**config.mk**
```make
export PLATFORM = sky130hd
export DESIGN_NAME = ca_code_gen
export DESIGN_NICKNAME = d
export VERILOG_FILES = /design/src/rtl/ca_code_pkg.sv /design/src/rtl/code_nco.sv /design/src/rtl/ca_code_gen.sv
export SDC_FILE = /design/constraint.sdc
export NUM_CORES = 1
export LEC_CHECK = 0
export ABC_AREA = 1
export CORE_MARGIN = 2
export CORE_UTILIZATION = 54
export CTS_BUF_LIST = sky130_fd_sc_hd__clkbuf_16
export DETAILED_ROUTE_END_ITERATION = 12
export DONT_BUFFER_PORTS = 1
export GPL_ROUTABILITY_DRIVEN = 0
export PLACE_DENSITY = 0.8
export RECOVER_POWER = 25
export SLEW_MARGIN = 20
export SYNTH_ARGS = -nofsm -noshare
export SYNTH_HDL_FRONTEND = slang
export SYNTH_SLANG_ARGS = --single-unit
```
**constraint.sdc**
```tcl
create_clock -name clock -period 3.04 [get_ports clock]
set_clock_uncertainty 0.15 [all_clocks]
set_input_delay 0.304 -clock clock [delete_from_list [all_inputs] [get_ports clock]]
set_output_delay 0.304 -clock clock [all_outputs]
set_load 0.02 [all_outputs]
```
**src/rtl/ca_code_pkg.sv**
```systemverilog
// ca_code_pkg: shared constants and PRN helpers for the GPS L1 C/A code generator.
//   CHIPS_PER_EPOCH / EPOCHS_PER_BIT : code period and data-bit length.
//   G1_INIT / G2_INIT                : LFSR load value (all ones).
//   G2_TAPS[1:32]                    : G2 phase-selector tap pairs (IS-GPS-200).
//   prn_clamp()                      : maps illegal PRN numbers (0, >32) to PRN 1.
//   prn_taps()                       : tap pair lookup for a (clamped) PRN.
package ca_code_pkg;

  localparam int CHIPS_PER_EPOCH = 1023;
  localparam int EPOCHS_PER_BIT  = 20;

  localparam logic [10:1] G1_INIT = 10'h3FF;
  localparam logic [10:1] G2_INIT = 10'h3FF;

  // Tap numbers are 1..10 in LFSR stage order; one hex nibble each.
  typedef struct packed {
    logic [3:0] ta;
    logic [3:0] tb;
  } g2_tap_t;

  localparam g2_tap_t G2_TAPS [1:32] = '{
    8'h26, 8'h37, 8'h48, 8'h59, 8'h19, 8'h2A, 8'h18, 8'h29,
    8'h3A, 8'h23, 8'h34, 8'h56, 8'h67, 8'h78, 8'h89, 8'h9A,
    8'h14, 8'h25, 8'h36, 8'h47, 8'h58, 8'h69, 8'h13, 8'h46,
    8'h57, 8'h68, 8'h79, 8'h8A, 8'h16, 8'h27, 8'h38, 8'h49
  };

  function automatic logic [5:0] prn_clamp(input logic [5:0] prn);
    if (prn == 6'd0 || prn > 6'd32) return 6'd1;
    return prn;
  endfunction

  function automatic g2_tap_t prn_taps(input logic [5:0] prn);
    if (prn == 6'd0 || prn > 6'd32) return G2_TAPS[1];
    return G2_TAPS[int'(prn)];
  endfunction

endpackage

```
**src/rtl/code_nco.sv**
```systemverilog
// code_nco: phase accumulator whose carry-out is the half-chip tick.
//   clock, aclr_n : clock, asynchronous active-low reset
//   i_en          : accumulate when high, hold otherwise
//   i_clr         : synchronous clear, overrides i_en
//   i_fcw         : frequency control word (must stay below 2^NCO_W)
//   o_tick        : combinational carry-out; consumed on the same edge that
//                   commits the accumulator, so a held accumulator never loses it
module code_nco #(
  parameter int NCO_W = 32
) (
  input  logic             clock,
  input  logic             aclr_n,
  input  logic             i_en,
  input  logic             i_clr,
  input  logic [NCO_W-1:0] i_fcw,
  output logic             o_tick
);

  logic [NCO_W-1:0] r_acc;
  logic [NCO_W:0]   w_sum;

  assign w_sum  = {1'b0, r_acc} + {1'b0, i_fcw};
  assign o_tick = i_en & ~i_clr & w_sum[NCO_W];

  always_ff @(posedge clock or negedge aclr_n) begin
    if (!aclr_n)   r_acc <= '0;
    else if (i_clr) r_acc <= '0;
    else if (i_en)  r_acc <= w_sum[NCO_W-1:0];
  end

endmodule

```
**src/rtl/ca_code_gen.sv**
```systemverilog
// ca_code_gen: GPS L1 C/A code generator for one tracking channel.
//   clock, aclr_n      : clock, asynchronous active-low reset
//   enable             : NCO advances when high; all state holds when low
//   prn_load, prn_sel  : load strobe and satellite PRN (1..32, else PRN 1)
//   code_fcw           : code NCO frequency word (tick = half chip)
//   early/prompt/late  : replica chips at 1/2-chip spacing
//   chip_cnt           : current chip index 0..1022
//   epoch              : one-cycle pulse at code-period wrap (downstream sclr)
// Optional feature, macro CA_CODE_EPOCH_CNT_EN: adds epoch_cnt (0..19) and
// bit_edge (pulse with the epoch on which epoch_cnt wraps to 0).
module ca_code_gen
  import ca_code_pkg::*;
#(
  parameter int NCO_W = 32
) (
  input  logic             clock,
  input  logic             aclr_n,
  input  logic             enable,
  input  logic             prn_load,
  input  logic [5:0]       prn_sel,
  input  logic [NCO_W-1:0] code_fcw,
  output logic             early,
  output logic             prompt,
  output logic             late,
  output logic [9:0]       chip_cnt,
  output logic             epoch
`ifdef CA_CODE_EPOCH_CNT_EN
  , output logic [4:0]     epoch_cnt
  , output logic           bit_edge
`endif
);

  logic [10:1] r_g1, r_g2;
  logic        r_half_ph;
  logic [1:0]  r_sr;
  logic [9:0]  r_chip_cnt;
  logic        r_epoch;
  logic [5:0]  r_prn;

  logic        w_tick, w_adv, w_wrap;
  logic        w_g1_fb, w_g2_fb;
  g2_tap_t     w_taps;

  code_nco #(.NCO_W(NCO_W)) u_nco (
    .clock  (clock),
    .aclr_n (aclr_n),
    .i_en   (enable),
    .i_clr  (prn_load),
    .i_fcw  (code_fcw),
    .o_tick (w_tick)
  );

  // A chip is two ticks; the LFSRs step on the second one.
  assign w_adv   = w_tick & r_half_ph;
  assign w_wrap  = (r_chip_cnt == 10'(CHIPS_PER_EPOCH - 1));

  assign w_g1_fb = r_g1[3] ^ r_g1[10];
  assign w_g2_fb = r_g2[2] ^ r_g2[3] ^ r_g2[6] ^ r_g2[8] ^ r_g2[9] ^ r_g2[10];

  assign w_taps  = prn_taps(r_prn);
  assign early   = r_g1[10] ^ r_g2[w_taps.ta] ^ r_g2[w_taps.tb];
  assign prompt  = r_sr[0];
  assign late    = r_sr[1];
  assign chip_cnt = r_chip_cnt;
  assign epoch   = r_epoch;

  always_ff @(posedge clock or negedge aclr_n) begin
    if (!aclr_n) begin
      r_g1       <= G1_INIT;
      r_g2       <= G2_INIT;
      r_half_ph  <= 1'b0;
      r_sr       <= 2'b00;
      r_chip_cnt <= '0;
      r_epoch    <= 1'b0;
      r_prn      <= 6'd1;
    end else if (prn_load) begin
      r_g1       <= G1_INIT;
      r_g2       <= G2_INIT;
      r_half_ph  <= 1'b0;
      r_sr       <= 2'b00;
      r_chip_cnt <= '0;
      r_epoch    <= 1'b0;
      r_prn      <= prn_clamp(prn_sel);
    end else begin
      // tick already implies enable, so everything below freezes with it
      r_epoch <= w_adv & w_wrap;
      if (w_tick) begin
        r_sr      <= {r_sr[0], early};
        r_half_ph <= ~r_half_ph;
      end
      if (w_adv) begin
        r_g1       <= {r_g1[9:1], w_g1_fb};
        r_g2       <= {r_g2[9:1], w_g2_fb};
        r_chip_cnt <= w_wrap ? '0 : r_chip_cnt + 10'd1;
      end
    end
  end

`ifdef CA_CODE_EPOCH_CNT_EN
  logic [4:0] r_epoch_cnt;
  logic       r_bit_edge;
  logic       w_bit_wrap;

  assign w_bit_wrap = (r_epoch_cnt == 5'(EPOCHS_PER_BIT - 1));

  // Updated on the same edge that raises epoch, so the count and bit_edge
  // line up with the epoch pulse.
  always_ff @(posedge clock or negedge aclr_n) begin
    if (!aclr_n) begin
      r_epoch_cnt <= '0;
      r_bit_edge  <= 1'b0;
    end else if (prn_load) begin
      r_epoch_cnt <= '0;
      r_bit_edge  <= 1'b0;
    end else begin
      r_bit_edge <= w_adv & w_wrap & w_bit_wrap;
      if (w_adv & w_wrap)
        r_epoch_cnt <= w_bit_wrap ? '0 : r_epoch_cnt + 5'd1;
    end
  end

  assign epoch_cnt = r_epoch_cnt;
  assign bit_edge  = r_bit_edge;
`endif

endmodule
```
==> impl_metrics.env, run 1 <==
export IMPL_violations="max-capacitance violations, max-slew violations"
export IMPL_first_pass_iters=7
export IMPL_synth_nets=907
export IMPL_hold_path_startpoint="prn_sel[5]"
export IMPL_clock_path_buffers=2
export IMPL_die_height_um=106
export IMPL_stdcell_count=981
export IMPL_grt_util_met1_pct=34.3
export IMPL_synthSimpleGateAreaFrac_pct=32.8
export IMPL_port_buffers=0
export IMPL_syn_area_sq_um=5620
export IMPL_drc=0
export IMPL_rsz0062_at_grt="true"
export IMPL_p_leak_nw=3.15
export IMPL_first_global_vias=4946
export IMPL_rows=37
export IMPL_die_area_sq_um=11200
export IMPL_clock_sinks=72
export IMPL_wl_mm=13.6
export IMPL_antenna_found_initial=0
export IMPL_ys_seq_elements=72
export IMPL_grt_overflow=0
export IMPL_grt_busiest_layer="met2"
export IMPL_fin_crit_ns=2.92
export IMPL_ios=56
export IMPL_setup_tns_ns=0
export IMPL_slew_headroom_pct=-20.1
export IMPL_run_status="finished with violations"
export IMPL_hold_depth=2
export IMPL_start_kind="flip-flop"
export IMPL_timing_rr_end="chip_cnt[6]$_DFFE_PN0P_"
export IMPL_ff2ff_setup_slack_ns=0.29
export IMPL_synth_xor_xnor_area_share_pct=2.34
export IMPL_route_antenna_remaining_nets=0
export IMPL_drive_gt1_share_pct=11.0
export IMPL_crit_arrival_ns=2.47
export IMPL_synthAdderAreaFrac_pct=8.82
export IMPL_initial_utilization_pct=54.9
export IMPL_ys_seq_area_share_pct=32.6
export IMPL_ir_drop_mv=0.291
export IMPL_avgSynthCellArea_sq_um=6.80
export IMPL_r2r_cells=19
export IMPL_dp_final_hpwl_mm=9.59
export IMPL_min_period_over_period_pct=96.0
export IMPL_grtUsageMet2_pct=38.4
export IMPL_fin_nets=921
export IMPL_max_slew_worst_pin_slew_ns=1.80
export IMPL_setup_viol=0
export IMPL_dp_cells=952
export IMPL_yosysWarnings=0
export IMPL_die_w_um=106
export IMPL_diodes=0
export IMPL_drv_slew=73
export IMPL_fillCellCount=887
export IMPL_root_buffer="clkbuf_16"
export IMPL_synth_top_family_by_area="simple AND/OR/NAND/NOR gates"
export IMPL_vias=5404
export IMPL_cap_violations=1
export IMPL_syn_to_final_growth_pct=12.3
export IMPL_vias_per_cell=5.51
export IMPL_drt_initial_drc_count=477
export IMPL_grt_pass1_wl_mm=22.7
export IMPL_timing_rr_start="u_nco.r_acc[0]$_DFFE_PN0P_"
export IMPL_setup_worst_path_end_class="output port"
export IMPL_powerDensity_nw_per_um2=517
export IMPL_fmax_mhz=343
export IMPL_hp_class="in -> reg"
export IMPL_muxShareOfSynthArea_pct=0
export IMPL_hold_end="r_prn[5]$_DFFE_PN0P_"
export IMPL_cp_required_ns=2.59
export IMPL_post_drt_wl_per_cell_um=13.8
export IMPL_clkLatencyLatePin_ns=0.34
export IMPL_coreArea_sq_um=10200
export IMPL_clkTransAtPathRegs_ns=0.06
export IMPL_synthCells=826
export IMPL_grt_max_degree=73
export IMPL_worstPathMaxFanout=7
export IMPL_final_hold_viol_count=0
export IMPL_htreeDepth=3
export IMPL_synth_compound_area_share_pct=15.6
export IMPL_worstSetupPathType="reg -> out"
export IMPL_met3_usage_pct=6.01
export IMPL_grt_usage_pct=24.7
export IMPL_cts_buffers=9
export IMPL_yosysUniqueCellTypes=48
export IMPL_tritoncts="done"
## placed cells by master, fill, tap and decap left out, drive strengths merged, types with 5 or more instances in the layout
cell type / Yosys / layout
a31oi: 5 / 5
nor3: 7 / 7
xor2: 12 / 12
nand3: 74 / 74
o21bai: 8 / 8
nor2: 105 / 105
ha: 38 / 38
inv: 91 / 91
dfstp: 21 / 21
nand2: 245 / 245
clkbuf: 7 / 10
o21ai: 60 / 60
clkinv: 1 / 5
o31ai: 5 / 5
dlygate4sd3: 0 / 7
buf: 9 / 11
a21oi: 54 / 54
dfrtp: 51 / 51
## worst max-delay path, cell delays in order (launching register included)
cell,delay [ns]
dfstp_2,0.60
inv_4,0.08
ha_4,0.18
nand3_2,0.08
nand2_2,0.07
a21oi_4,0.21
nand2_4,0.10
nor2_1,0.10
nand2_1,0.09
nand3_1,0.12
nand2_1,0.06
nand2_1,0.05
nand3_1,0.08
nand3_1,0.11
and2_4,0.19
## layer usage
metal	up-vias	wire length (um)
met5	-	0
met4	0	203
met3	22	992
met2	180	6140
met1	2459	6220
li1	2743	-
## cells by family (layout without fill, tap and decap cells)
logic type	Yosys count	count (layout)
buffers and inverters	108	127
XOR/XNOR	15	15
AND/OR/NAND/NOR	441	441
flip-flops	72	72
AO/OA/AOI/OAI	151	151
adder cells (fa/ha/maj)	39	39
## final cells by class
cell class	count	area, sq um	area share (%)
tap	136	170	2.70
multi-input combinational	646	3460	54.8
inverter	92	353	5.60
sequential	72	1830	29.1
clock buffer	9	225	3.57
clock inverter	7	110	1.75
timing repair buffer	19	158	2.50
## registers in the layout (all words and copies together) (netlist names)
signal	flops
u_nco.r_acc	32
r_sr	2
epoch	1
chip_cnt	10
r_half_ph	1
r_g1	10
r_prn	6
r_g2	10
## repair_timing
item	in CTS	in global routing
gates resized for setup	5	30
buffers inserted	1	4
setup endpoints to repair	1	1
hold buffers	8	0
pin swaps	2	7
endpoints found under the hold margin	83	0
## worst max-delay path by stage
| stage | depth (start not counted) | start | endpoint | slack [ns] |
|---|---|---|---|---|
| 2_1_floorplan | 16 | r_prn[0]$_DFFE_PN1P_ | early | 0.48 |
| 3_3_place_gp | 16 | r_prn[0]$_DFFE_PN1P_ | early | 0.31 |
| 3_5_place_dp | 14 | r_prn[0]$_DFFE_PN1P_ | early | 0.28 |
| 4_1_cts | 15 | r_prn[0]$_DFFE_PN1P_ | early | 0.04 |
| 5_1_grt | 16 | r_prn[0]$_DFFE_PN1P_ | early | -0.05 |
| 6_report | 14 | r_prn[0]$_DFFE_PN1P_ | early | 0.12 |
## power breakdown
part	total [W]	internal, W	switching, W
sequential	0.00108	0.00103	0.0000530
clock	0.00122	0.000795	0.000425
combinational	0.000960	0.000336	0.000624
## cell usage after synthesis, drive strengths merged
library cell / count / area share, %
nor3: 7 / 0.62
o21bai: 8 / 1.1
nand3: 74 / 7.1
a31oi: 5 / 0.56
dfstp: 21 / 9.8
o21ai: 60 / 5.4
and2: 2 / 0.22
a22o: 2 / 0.31
o22ai: 1 / 0.11
xnor2: 3 / 0.47
o2111a: 1 / 0.20
clkbuf: 7 / 0.47
a32o: 3 / 0.53
ha: 38 / 8.5
o31ai: 5 / 0.67
fa: 1 / 0.36
a211oi: 2 / 0.27
a41oi: 1 / 0.16
nand3b: 2 / 0.27
a21oi: 54 / 5.0
o2111ai: 1 / 0.16
o21a: 3 / 0.40
nand4: 3 / 0.33
clkinv: 1 / 0.067
inv: 91 / 6.1
xor2: 12 / 1.9
a21o: 3 / 0.40
nand2: 245 / 17
nor2: 105 / 7.2
buf: 9 / 1.2
or2: 1 / 0.11
a221oi: 1 / 0.16
o221ai: 1 / 0.16
dfrtp: 51 / 23
nor4: 2 / 0.22
## per-stage QoR
stage	hold WS (ns)	utilization [%]	setup slack (ns)	instance area (sq um)	total power (W)
global placement	-0.140	56.1	0.311	5740	0.00195
global route	0.0167	61.6	-0.0489	6300	0.00345
floorplan	-0.142	-	0.480	5620	0.00179
finish	0.0202	61.6	0.121	6300	0.00326
detailed placement	-0.140	56.1	0.276	5740	0.00195
CTS	0.0151	60.5	0.0378	6190	0.00323
Note: power is estimated with default switching activity, not from simulation.
==> run 2: changes to the inputs <==
ABC_AREA = default   (was 1)
==> run 2 against run 1 <==
  * Global-route usage up 2.0 points
  * Highest routed layer unchanged
  * Cell area grew 10%
  * Largest power group is now combinational cells
  * Combinational power is 44% higher
  * Sequential share of layout area decreased by 2.7 points
  * The run ends with max-capacitance violations, max-slew violations, negative setup slack left
  * Register-to-register slack worse by 0.53 ns
  * Area after synthesis shrank 1.2%
==> impl_metrics.env, run 2 <==
export IMPL_drt_initial_drc_count=381
export IMPL_htreeDepth=3
export IMPL_violations="max-capacitance violations, max-slew violations, negative setup slack"
export IMPL_ys_seq_area_share_pct=33.0
export IMPL_layout_commonest_cell="nor2_1"
export IMPL_route_antenna_remaining_nets=0
export IMPL_postLayoutSetupSlackWorst_ns=-0.531
export IMPL_yosys_top_cells_count="76 x nor2_1, 51 x dfrtp_1, 49 x a21oi_1, 46 x o21ai_0, 38 x ha_1"
export IMPL_whs_ns=0.00396
export IMPL_critPathBufInv=1
export IMPL_synth_edf_count=0
export IMPL_final_hold_viol_count=0
export IMPL_placed_area_sq_um=6140
export IMPL_yosys_area_top_type_share_pct=23.0
export IMPL_clkTransAtPathRegs_ns=0.06
export IMPL_fin_nets=779
export IMPL_run_status="finished with violations"
export IMPL_synthArstFlopShare_pct=100
export IMPL_rows=36
export IMPL_die_height_um=105
export IMPL_cts_buffers=9
export IMPL_syn_area_sq_um=5550
export IMPL_final_area_sq_um=6950
export IMPL_worstSetupPathType="reg -> out"
export IMPL_fin_crit_ns=3.57
export IMPL_root_buffer="clkbuf_16"
export IMPL_coreArea_sq_um=9860
export IMPL_grt_pass1_wl_mm=24.3
export IMPL_grt_util_met1_pct=33.0
export IMPL_start_kind="flip-flop"
export IMPL_synthCells=632
export IMPL_ios=56
export IMPL_largest_register_ffs=32
export IMPL_min_period_over_period_pct=117
export IMPL_tritoncts="done"
export IMPL_grt_overflow=0
export IMPL_clock_path_buffers=2
export IMPL_cp_required_ns=2.59
export IMPL_yosysWarnings=0
export IMPL_die_w_um=105
export IMPL_setup_viol=5
export IMPL_diodes=0
export IMPL_post_place_ws_ns=-0.200
export IMPL_drv_slew=73
export IMPL_setup_worst_path_end_class="output port"
export IMPL_yosysMostFrequentCell="nor2_1"
export IMPL_met3_usage_pct=4.95
export IMPL_final_cell_mix="75 x nor2_1, 66 x buf_4, 51 x dfrtp_1"
export IMPL_slew_headroom_pct=-17.4
export IMPL_critical_path_top_delay_family="simple AND/OR/NAND/NOR gates"
export IMPL_post_drt_wl_per_cell_um=18.4
export IMPL_cap_violations=1
export IMPL_syn_to_final_growth_pct=25.3
export IMPL_fillCellCount=679
export IMPL_die_area_sq_um=11100
export IMPL_drc=0
export IMPL_powerDensity_nw_per_um2=532
export IMPL_grtUsageMet2_pct=46.2
export IMPL_rsz0062_at_grt="true"
export IMPL_vias=5302
export IMPL_ys_seq_elements=72
export IMPL_synth_ff_type="dfrtp_1"
export IMPL_vias_per_cell=6.34
export IMPL_hp_class="in -> reg"
export IMPL_yosysUniqueCellTypes=77
export IMPL_avgSynthCellArea_sq_um=8.78
export IMPL_clock_sinks=72
export IMPL_fin_util_pct=70.4
export IMPL_wl_mm=15.4
export IMPL_dp_final_hpwl_mm=9.77
export IMPL_clkLatencyLatePin_ns=0.33
export IMPL_worstPathMaxFanout=4
export IMPL_path_cells="inv_4, ha_4, or2b_1, a311oi_2, nand2_2, or4_4, o211ai_1, a31oi_2, xnor2_2, xor2_2"
export IMPL_slowest_stage="dfstp_2"
export IMPL_max_slew_worst_pin_slew_ns=1.76
export IMPL_synth_nets=713
export IMPL_grt_max_degree=73
export IMPL_crit_arrival_ns=3.12
export IMPL_ir_drop_mv=0.428
export IMPL_p_leak_nw=3.10
export IMPL_drive_gt1_share_pct=24.5
export IMPL_top_register="u_nco.r_acc"
export IMPL_first_global_vias=5204
export IMPL_synth_largest_area_cell="dfrtp_1"
export IMPL_grt_busiest_layer="met2"
export IMPL_fmax_mhz=280
export IMPL_grt_usage_pct=26.7
export IMPL_first_pass_iters=5
export IMPL_initial_utilization_pct=56.2
export IMPL_ys_top_cells_by_area="dfrtp_1 23%, dfstp_2 9.9%, ha_1 8.6%, mux2i_1 5.4%, nor2_1 5.1%"
export IMPL_antenna_found_initial=0
export IMPL_cpPeakStageDelay_ns=0.55
export IMPL_port_buffers=0
run 2: metrics by stage:
step           TNS (ns)  total power, W  std cells
2_1_floorplan    -0.446         0.00198        632
3_3_place_gp     -0.712         0.00224        799
3_5_place_dp      -2.89         0.00229        799
4_1_cts          -0.667         0.00359        827
5_1_grt           -1.60         0.00389        836
6_report         -0.907         0.00370        836
run 2: cell families after synthesis:
logic type               synth area share [%]
flip-flops                               33.0
AND/OR/NAND/NOR                          19.9
adder cells (fa/ha/maj)                  8.93
AO/OA/AOI/OAI                            23.3
multiplexers                             5.41
XOR/XNOR                                 5.66
buffers and inverters                    3.74
run 2: layout make-up:
cell class | instances | area (sq um) | share of cell area (%)
timing repair buffer | 83 | 749 | 10.8
inverter | 18 | 70.1 | 1.01
multi-input combinational | 514 | 3800 | 54.7
clock inverter | 7 | 111 | 1.60
sequential | 72 | 1830 | 26.3
tap | 133 | 166 | 2.40
clock buffer | 9 | 225 | 3.24
run 2: timing repair:
item                       in CTS  in global routing
setup endpoints to repair      33                 37
hold buffers                    7                  0
gates resized for setup         8                 43
pin swaps                      13                 14
hold endpoints to repair      123                  0
setup buffers                   4                  7
gates cloned                    1                  2
run 2: path summary, 6_finish.rpt:
kind / from / end / slack [ns] / depth (start not counted)
setup / recovery: r_prn[0]$_DFFE_PN1P_ / early / -0.53 / 10
min in group asynchronous: aclr_n / u_nco.r_acc[6]$_DFFE_PN0P_ / 0.87 / 2
hold reg to reg: r_g1[1]$_DFFE_PN1P_ / r_g1[1]$_DFFE_PN1P_ / 0.35 / 2
max in group asynchronous: aclr_n / u_nco.r_acc[3]$_DFFE_PN0P_ / 0.82 / 2
setup reg to reg: r_prn[0]$_DFFE_PN1P_ / r_sr[0]$_DFFE_PN0P_ / -0.24 / 12
hold / removal: enable / u_nco.r_acc[23]$_DFFE_PN0P_ / 0.004 / 2
run 2: metal layers:
| layer | part of all wire, % | vias up | wire length (um) |
|---|---|---|---|
| met4 | 3.0 | 0 | 463 |
| met1 | 40 | 2588 | 6230 |
| li1 | - | 2449 | - |
| met3 | 5.8 | 49 | 897 |
| met2 | 51 | 216 | 7830 |
| met5 | 0 | - | 0 |
run 2: power by group:
part | switching, W | internal [W] | leakage (nW)
logic | 0.000720 | 0.000658 | 2.03
registers | 0.0000650 | 0.00104 | 0.906
clock network | 0.000415 | 0.000798 | 0.169
total | 0.00120 | 0.00250 | 3.10
